--- src/rtl/evm_sched_pkg.sv ---
// ---------------------------------------------------------------------------
// evm_sched_pkg
//   Shared types and helpers for the EVM booth scheduler.
//   - sched_state_e  : scheduler FSM states
//   - CAND_*         : 2-bit booth candidate codes (0 = invalid request)
//   - cand_to_onehot : maps a candidate code onto the core's three
//                      vote_candidate_N strobes
// ---------------------------------------------------------------------------
package evm_sched_pkg;

    typedef enum logic [2:0] {
        IDLE     = 3'd0,
        POWER_ON = 3'd1,
        READY    = 3'd2,
        VOTE     = 3'd3,
        WAIT     = 3'd4,
        CLOSE    = 3'd5,
        CLOSING  = 3'd6
    } sched_state_e;

    localparam logic [1:0] CAND_NONE = 2'd0;
    localparam logic [1:0] CAND_1    = 2'd1;
    localparam logic [1:0] CAND_2    = 2'd2;
    localparam logic [1:0] CAND_3    = 2'd3;

    // Code 1..3 selects vote_candidate_1..3; the invalid code yields no strobe.
    function automatic logic [2:0] cand_to_onehot(input logic [1:0] cand);
        logic [2:0] onehot;
        onehot = 3'b000;
        case (cand)
            CAND_1:  onehot = 3'b001;
            CAND_2:  onehot = 3'b010;
            CAND_3:  onehot = 3'b100;
            default: onehot = 3'b000;
        endcase
        return onehot;
    endfunction

endpackage

--- src/rtl/evm_rr_arbiter.sv ---
// ---------------------------------------------------------------------------
// evm_rr_arbiter
//   Round-robin arbiter. Grants the first requester at or after the rotating
//   pointer. The pointer only moves when the caller actually consumes the
//   grant (adv=1), and then lands just past the winner.
// Ports
//   clk         in   clock
//   rst         in   asynchronous active-low reset (pointer -> 0)
//   req         in   N request lines
//   adv         in   grant consumed this cycle; advance the pointer
//   grant       out  one-hot grant (all zero when nobody requests)
//   grant_idx   out  binary index of the granted requester
//   grant_valid out  some requester is granted
// ---------------------------------------------------------------------------
module evm_rr_arbiter #(
    parameter int N = 4
) (
    input  logic                 clk,
    input  logic                 rst,
    input  logic [N-1:0]         req,
    input  logic                 adv,
    output logic [N-1:0]         grant,
    output logic [$clog2(N)-1:0] grant_idx,
    output logic                 grant_valid
);

    localparam int IDX_W = $clog2(N);

    logic [IDX_W-1:0] ptr;
    int               idx;

    // Walk the requesters from the pointer backwards-in-priority so the
    // last hit written is the one closest to the pointer.
    always_comb begin
        grant       = '0;
        grant_idx   = '0;
        grant_valid = 1'b0;
        idx         = 0;
        for (int k = N - 1; k >= 0; k--) begin
            idx = int'(ptr) + k;
            if (idx >= N) begin
                idx = idx - N;
            end
            if (req[IDX_W'(idx)]) begin
                grant               = '0;
                grant[IDX_W'(idx)]  = 1'b1;
                grant_idx           = IDX_W'(idx);
                grant_valid         = 1'b1;
            end
        end
    end

    // Pointer moves to winner+1 (mod N), wrapping explicitly so N need not
    // be a power of two.
    always_ff @(posedge clk or negedge rst) begin
        if (!rst) begin
            ptr <= '0;
        end else if (adv && grant_valid) begin
            ptr <= (grant_idx == IDX_W'(N - 1)) ? '0 : grant_idx + 1'b1;
        end
    end

endmodule

--- src/rtl/evm_booth_scheduler.sv ---
// ---------------------------------------------------------------------------
// evm_booth_scheduler
//   Shares one EVM voting core between NUM_BOOTHS booth requesters: powers
//   the core, arbitrates booth votes round-robin, turns each accepted vote
//   into a single-cycle vote strobe, then closes the session and waits for
//   the core's voting_done (with a timeout).
// Ports
//   clk, rst           clock, asynchronous active-low reset
//   session_start/end  session control pulses
//   booth_req/cand     per-booth request and 2-bit candidate code
//   booth_ack/nack     per-booth accept / reject (invalid code) pulses
//   evm_switch_on      core switch_on_evm
//   evm_cand_ready     core candidate_ready
//   evm_vote           core vote_candidate_1..3 (one-hot pulse)
//   evm_session_done   core voting_session_done
//   evm_voting_done    core voting_done
//   busy               scheduler not idle
//   timeout_err        sticky: core never reported voting_done in time
//   votes_accepted     saturating count of votes issued this session
// Configuration
//   EVM_SCHED_BOOTH_LOCK_EN : when defined, a granted booth cannot be
//   granted again until its request has dropped for at least one cycle.
// ---------------------------------------------------------------------------
module evm_booth_scheduler
    import evm_sched_pkg::*;
#(
    parameter int NUM_BOOTHS   = 4,
    parameter int VOTE_GAP     = 4,
    parameter int DONE_TIMEOUT = 64,
    parameter int CNT_W        = 8
) (
    input  logic                    clk,
    input  logic                    rst,
    input  logic                    session_start,
    input  logic                    session_end,
    input  logic [NUM_BOOTHS-1:0]   booth_req,
    input  logic [2*NUM_BOOTHS-1:0] booth_cand,
    output logic [NUM_BOOTHS-1:0]   booth_ack,
    output logic [NUM_BOOTHS-1:0]   booth_nack,
    output logic                    evm_switch_on,
    output logic                    evm_cand_ready,
    output logic [2:0]              evm_vote,
    output logic                    evm_session_done,
    input  logic                    evm_voting_done,
    output logic                    busy,
    output logic                    timeout_err,
    output logic [CNT_W-1:0]        votes_accepted
);

    localparam int IDX_W   = $clog2(NUM_BOOTHS);
    localparam int TMR_MAX = (VOTE_GAP > DONE_TIMEOUT) ? VOTE_GAP : DONE_TIMEOUT;
    localparam int TMR_W   = $clog2(TMR_MAX + 1);

    sched_state_e          state;
    sched_state_e          state_next;
    logic                  end_pending;
    logic                  end_req;
    logic [1:0]            cand_hold;
    logic [1:0]            grant_cand;
    logic [TMR_W-1:0]      tmr;
    logic [NUM_BOOTHS-1:0] arb_req;
    logic [NUM_BOOTHS-1:0] grant;
    logic [IDX_W-1:0]      grant_idx;
    logic                  grant_valid;
    logic                  take_grant;

    // A session_end arriving in the same READY cycle counts as pending.
    assign end_req    = end_pending | session_end;
    assign take_grant = (state == READY) && !end_req && grant_valid;
    assign grant_cand = booth_cand[{grant_idx, 1'b0} +: 2];

`ifdef EVM_SCHED_BOOTH_LOCK_EN
    logic [NUM_BOOTHS-1:0] lock;

    assign arb_req = booth_req & ~lock;

    // A lock survives only while the booth keeps its request high, so one
    // low cycle releases it; newly granted booths are locked.
    always_ff @(posedge clk or negedge rst) begin
        if (!rst) begin
            lock <= '0;
        end else if (state == IDLE && session_start) begin
            lock <= '0;
        end else begin
            lock <= (lock & booth_req) | (take_grant ? grant : '0);
        end
    end
`else
    assign arb_req = booth_req;
`endif

    evm_rr_arbiter #(
        .N (NUM_BOOTHS)
    ) u_arb (
        .clk         (clk),
        .rst         (rst),
        .req         (arb_req),
        .adv         (take_grant),
        .grant       (grant),
        .grant_idx   (grant_idx),
        .grant_valid (grant_valid)
    );

    // State register.
    always_ff @(posedge clk or negedge rst) begin
        if (!rst) begin
            state <= IDLE;
        end else begin
            state <= state_next;
        end
    end

    // Next-state and core/booth strobes. Acks are combinational so a booth
    // sees acceptance in the very cycle its request is arbitrated.
    always_comb begin
        state_next       = state;
        booth_ack        = '0;
        booth_nack       = '0;
        evm_switch_on    = 1'b1;
        evm_cand_ready   = 1'b0;
        evm_vote         = 3'b000;
        evm_session_done = 1'b0;
        busy             = 1'b1;
        case (state)
            IDLE: begin
                evm_switch_on = 1'b0;
                busy          = 1'b0;
                if (session_start) begin
                    state_next = POWER_ON;
                end
            end
            POWER_ON: begin
                state_next = READY;
            end
            READY: begin
                evm_cand_ready = 1'b1;
                if (end_req) begin
                    state_next = CLOSE;
                end else if (grant_valid) begin
                    if (grant_cand != CAND_NONE) begin
                        booth_ack  = grant;
                        state_next = VOTE;
                    end else begin
                        booth_nack = grant;
                    end
                end
            end
            VOTE: begin
                evm_vote   = cand_to_onehot(cand_hold);
                state_next = WAIT;
            end
            WAIT: begin
                if (tmr == '0) begin
                    state_next = READY;
                end
            end
            CLOSE: begin
                evm_session_done = 1'b1;
                state_next       = CLOSING;
            end
            CLOSING: begin
                if (evm_voting_done || tmr == '0) begin
                    state_next = IDLE;
                end
            end
            default: begin
                state_next = IDLE;
            end
        endcase
    end

    // Remember a session_end seen mid-session until CLOSE consumes it.
    always_ff @(posedge clk or negedge rst) begin
        if (!rst) begin
            end_pending <= 1'b0;
        end else if (state == IDLE || state == CLOSE) begin
            end_pending <= 1'b0;
        end else if (session_end) begin
            end_pending <= 1'b1;
        end
    end

    // Candidate is captured at grant time so the booth may change its code
    // (or drop its request) while the vote is still in flight.
    always_ff @(posedge clk or negedge rst) begin
        if (!rst) begin
            cand_hold <= CAND_NONE;
        end else if (take_grant) begin
            cand_hold <= grant_cand;
        end
    end

    // One down-counter serves both the post-vote gap and the close timeout;
    // it is loaded on the cycle before the state that consumes it.
    always_ff @(posedge clk or negedge rst) begin
        if (!rst) begin
            tmr <= '0;
        end else if (state == VOTE) begin
            tmr <= TMR_W'(VOTE_GAP - 1);
        end else if (state == CLOSE) begin
            tmr <= TMR_W'(DONE_TIMEOUT - 1);
        end else if ((state == WAIT || state == CLOSING) && tmr != '0) begin
            tmr <= tmr - 1'b1;
        end
    end

    // Session bookkeeping: vote count and sticky timeout flag, both cleared
    // when a new session is opened.
    always_ff @(posedge clk or negedge rst) begin
        if (!rst) begin
            votes_accepted <= '0;
            timeout_err    <= 1'b0;
        end else begin
            if (state == IDLE && session_start) begin
                votes_accepted <= '0;
                timeout_err    <= 1'b0;
            end
            if (state == VOTE && votes_accepted != '1) begin
                votes_accepted <= votes_accepted + 1'b1;
            end
            if (state == CLOSING && !evm_voting_done && tmr == '0) begin
                timeout_err <= 1'b1;
            end
        end
    end

endmodule

--- config.mk ---
export PLATFORM = sky130hd
export DESIGN_NAME = evm_booth_scheduler
export DESIGN_NICKNAME = d
export VERILOG_FILES = /design/src/rtl/evm_sched_pkg.sv /design/src/rtl/evm_rr_arbiter.sv /design/src/rtl/evm_booth_scheduler.sv
export SDC_FILE = /design/constraint.sdc
export NUM_CORES = 1
export LEC_CHECK = 0
export CAP_MARGIN = 20
export CORE_MARGIN = 2
export CORE_UTILIZATION = 51
export DETAILED_ROUTE_END_ITERATION = 12
export PLACE_DENSITY = 0.79
export SYNTH_ARGS = -nofsm -noshare
export SYNTH_HDL_FRONTEND = slang
export SYNTH_SLANG_ARGS = --single-unit
export TNS_END_PERCENT = 10
--- constraint.sdc ---
create_clock -name clk -period 6.4 [get_ports clk]
set_clock_uncertainty 0.2 [all_clocks]
set_input_delay 1.92 -clock clk [delete_from_list [all_inputs] [get_ports clk]]
set_output_delay 1.92 -clock clk [all_outputs]
set_load 0.005 [all_outputs]
==> Flow_metrics.wiki <==
{| class="wikitable"
! Metric !! Value
|-
| Utilization after layout || 71.2%
|-
| R2r worst-path depth || 9
|-
| Crit Path Max Fanout || 5
|-
| Via count normalized by instance count || ~6
|-
| Detailed-route DRC error count || 0
|-
| Total Routing Usage GR || around a quarter
|-
| Worst Setup Slack post-DPL || -0.189 ns
|-
| Met1 Usage GRT || between 30% and 40%
|-
| Global-route wire length before repair || between 7000 and 8000 um
|-
| Die extent in x || around 66 um
|-
| Unique cell type count in the Yosys netlist || 48
|-
| Initial Util || a little over half
|-
| Via total after detailed routing || 1942
|-
| Clk Latency, worst-skew pair || roughly 0.27 ns
|-
| Port buffer count || 40
|-
| Fillcell total || 308
|-
| Met2 Resource Use GR || between 30% and 40%
|-
| Transition time of the tightest slew-check pin || between 0.9 and 1 ns
|-
| Most area-hungry cell type in the Yosys netlist || sky130_fd_sc_hd__dfrtp_1
|-
| RSZ-0062 raised after global routing || yes
|-
| Combinational power share || a little under three fifths
|-
| Clock network fraction of design power || 14.1%
|-
| Critical path endpoint category || output pin
|-
| Hold_sp || votes_accepted[7]$_DFFE_PN0P_
|-
| Final Hold Fails || 0
|-
| Count of inserted antenna diode cells || 0
|-
| Ys async rst share || 100%
|-
| Fin. max-slew vios || 0
|-
| Setup ws final || between 0.09 and 0.1 ns
|-
| Library cell with the highest instance count after synthesis || sky130_fd_sc_hd__dfrtp_1
|-
| Tmin final || roughly 6.3 ns
|-
| Hold-fix buffers at CTS || 0
|-
| Proportion of power drawn by flip-flops and latches || 29.0%
|-
| Max-slew headroom || 37.8%
|-
| Net count after synthesis || approximately 250
|-
| Final setup violation count || 0
|-
| Clock tree root driver cell || sky130_fd_sc_hd__clkbuf_8
|-
| Reg area || around 600 um2
|-
| Inserted Clock Buffers || 3
|-
| Post-synthesis instance area || slightly below 2000 um2
|-
| Type of the setup path with the least slack || in2out
|-
| Power per Cell Area || 365 nW/um2
|-
| Count of nets after finishing || 306
|-
| Detail-routed net length per standard cell || 14.3 um
|-
| Share of layout cells above drive strength 1 || approximately 12%
|-
| Leakage power || between 1 and 1.5 nW
|-
| Std-Cell Rows || 22
|-
| Worst hold path endpoint || votes_accepted[7]$_DFFE_PN0P_
|-
| 1st-pass router iterations || 4
|-
| Switching component of the power || 0.000395 W
|-
| Maximum number of pins on one net before global-route repair || 25
|-
| Number of DRC violations after detailed-routing iteration 0 || roughly 130
|-
| Post-synth EDFFs || 0
|-
| Total length of routed wires || around 4700 um
|-
| Dpl hpwl || between 3000 and 4000 um
|-
| Global routing's busiest layer || met2
|-
| Max Clock Freq || roughly 160 MHz
|-
| Main synth FF type || sky130_fd_sc_hd__dfrtp_1
|-
| Mean cell area of the mapped netlist || ~8.6 um2
|-
| Core region area || approximately 3700 um2
|-
| M3 GR Usage || under 10%
|-
| Fraction of synthesized cell area taken by the top area cell type || between 30% and 40%
|-
| Share of the yosys chip area belonging to registers || just over 30%
|-
| Cell internal pwr || approximately 0.00055 W
|-
| CTS tree || done
|-
| Period utilization || a little over nine tenths
|-
| Post-DRT Antenna Nets || 0
|-
| Switching share of power || 41.6%
|-
| Minimum setup slack among reg-to-reg paths || 3.25 ns
|-
| Signal arrival time at the worst endpoint || 4.19 ns
|-
| I/O pin total || between 40 and 50
|-
| #FFs+latches synth || 24
|-
| Maximum count of clock buffers along a single path || 2
|-
| Top post-synthesis cells by count || 24 x sky130_fd_sc_hd__dfrtp_1, 22 x sky130_fd_sc_hd__o21ai_0, 19 x sky130_fd_sc_hd__nor2_1
|-
| Cell types with the largest area share after synthesis || sky130_fd_sc_hd__dfrtp_1 31%, sky130_fd_sc_hd__ha_1 5.8%, sky130_fd_sc_hd__o21ai_0 5.7%, sky130_fd_sc_hd__mux4_2 4.7%, sky130_fd_sc_hd__o211ai_1 4.3%
|-
| Yosys warns || 0
|-
| Vias in the first global route || about 1800
|-
| Clock sink count || 24
|-
| Required time of the critical path || about 4.3 ns
|-
| Launch point of the worst reg-to-reg path || u_arb.ptr[0]$_DFFE_PN0P_
|-
| Layout overhead on the synthesized area || 34.7%
|-
| Instance count of the mapped netlist || approximately 230
|-
| Number of H-tree levels || 1
|-
| Die Footprint || 4300 um2
|-
| Hold crit path type || reg2reg
|-
| Multi-input gate area in the final layout || 1270 um2
|-
| Global-route congestion overflow total || 0
|-
| WHS Path Cells || 1
|-
| Die Span Y || ~66 um
|-
| Max Cap Viol || 0
|-
| Worst IR Drop VDD || ~0.21 mV
|-
| Run status || complete, no violations
|-
| Capturing point of the worst reg2reg path || cand_hold[0]$_DFFE_PN0P_
|-
| Antenna violations before repair || 0
|-
| Routability-driven placement congestion ratio || around 0.97
|-
| Element type at the critical path start || primary input
|-
| Reg clk slew, reported paths || 0.08 ns
|}
[worst max path at each step]
stage | endpoint | startpoint | depth (start not counted) | slack, ns
3_3_place_gp | booth_ack[0] | booth_req[1] | 7 | -0.13
6_report | booth_ack[3] | booth_req[1] | 7 | 0.09
5_1_grt | booth_ack[3] | booth_req[1] | 7 | -0.007
2_1_floorplan | booth_nack[0] | booth_req[3] | 6 | 0.50
3_5_place_dp | booth_ack[1] | booth_req[1] | 7 | -0.19
4_1_cts | booth_nack[0] | booth_req[1] | 7 | 0.08
[sequential cells by signal (all words and copies together) (netlist names)]
register        cells
tmr                 7
votes_accepted      8
timeout_err         1
cand_hold           2
state               3
end_pending         1
u_arb.ptr           2
[cell families after synthesis]
group	after synthesis	synth area share, %
flops	24	31.0
simple gates	85	23.9
mux	13	9.38
compound gates	66	22.7
xor+xnor	4	1.81
buf+inv	24	5.30
fa+ha+maj	9	5.82
[what timing repair did]
item                       CTS  global route
gates cloned                 1             0
pin swaps                    1             0
gates resized for setup      9             1
buffers inserted             1             0
setup endpoints to repair    8             3
[layout make-up]
type,count,area share (%)
Timing Repair Buffer,57,20.8
Tap cell,48,2.31
Multi-Input combinational cell,178,48.8
Clock buffer,3,1.59
Sequential cell,24,23.1
Clock inverter,1,1.15
Inverter,16,2.31
[layout by cell type (no fill, tap or decap), drive strengths merged, types with 5 or more instances in the layout]
master and count:
clkdlybuf4s50 35, dfrtp 24, o21ai 23, nor2 19, nand2 17, buf 17
inv 16, a21oi 11, o211ai 11, ha 9, mux2i 8, nor3 6
and2 6, mux4 5, nand3 5, dlygate4sd2 5, nand2b 5, and3 5
[layer usage]
metal | part of all wire, % | wire length, um
met5 | 0 | 0
met4 | 1.3 | 62
met3 | 3.8 | 180
met2 | 47 | 2220
met1 | 48 | 2230
[metrics by stage]
step | hold WS, ns | cell area, um2 | power (W) | cells | setup TNS [ns]
global route | 0.340 | 2610 | 0.00102 | 327 | -0.00715
finish | 0.318 | 2610 | 0.000950 | 327 | 0
CTS | 0.322 | 2580 | 0.000944 | 326 | 0
global placement | 0.297 | 2460 | 0.000769 | 320 | -0.961
detailed placement | 0.309 | 2460 | 0.000777 | 320 | -1.13
floorplan | 0.294 | 1930 | 0.000616 | 225 | 0
[power by group through the flow]
stage / registers (W) / logic, W / clock network, W
floorplan: 0.000231 / 0.000385 / 0
global placement: 0.000276 / 0.000493 / 0
detailed placement: 0.000276 / 0.000501 / 0
CTS: 0.000274 / 0.000535 / 0.000136
global route: 0.000287 / 0.000589 / 0.000141
finish: 0.000276 / 0.000541 / 0.000134
[worst max-delay path, cell delays in order]
cell	delay [ns]
sky130_fd_sc_hd__dlygate4sd2_1	0.28
sky130_fd_sc_hd__mux4_2	0.49
sky130_fd_sc_hd__nand2b_4	0.16
sky130_fd_sc_hd__a211oi_4	0.28
sky130_fd_sc_hd__mux4_2	0.41
sky130_fd_sc_hd__nor2_1	0.13
sky130_fd_sc_hd__clkdlybuf4s50_1	0.50
(Power assumes the default switching activity.)
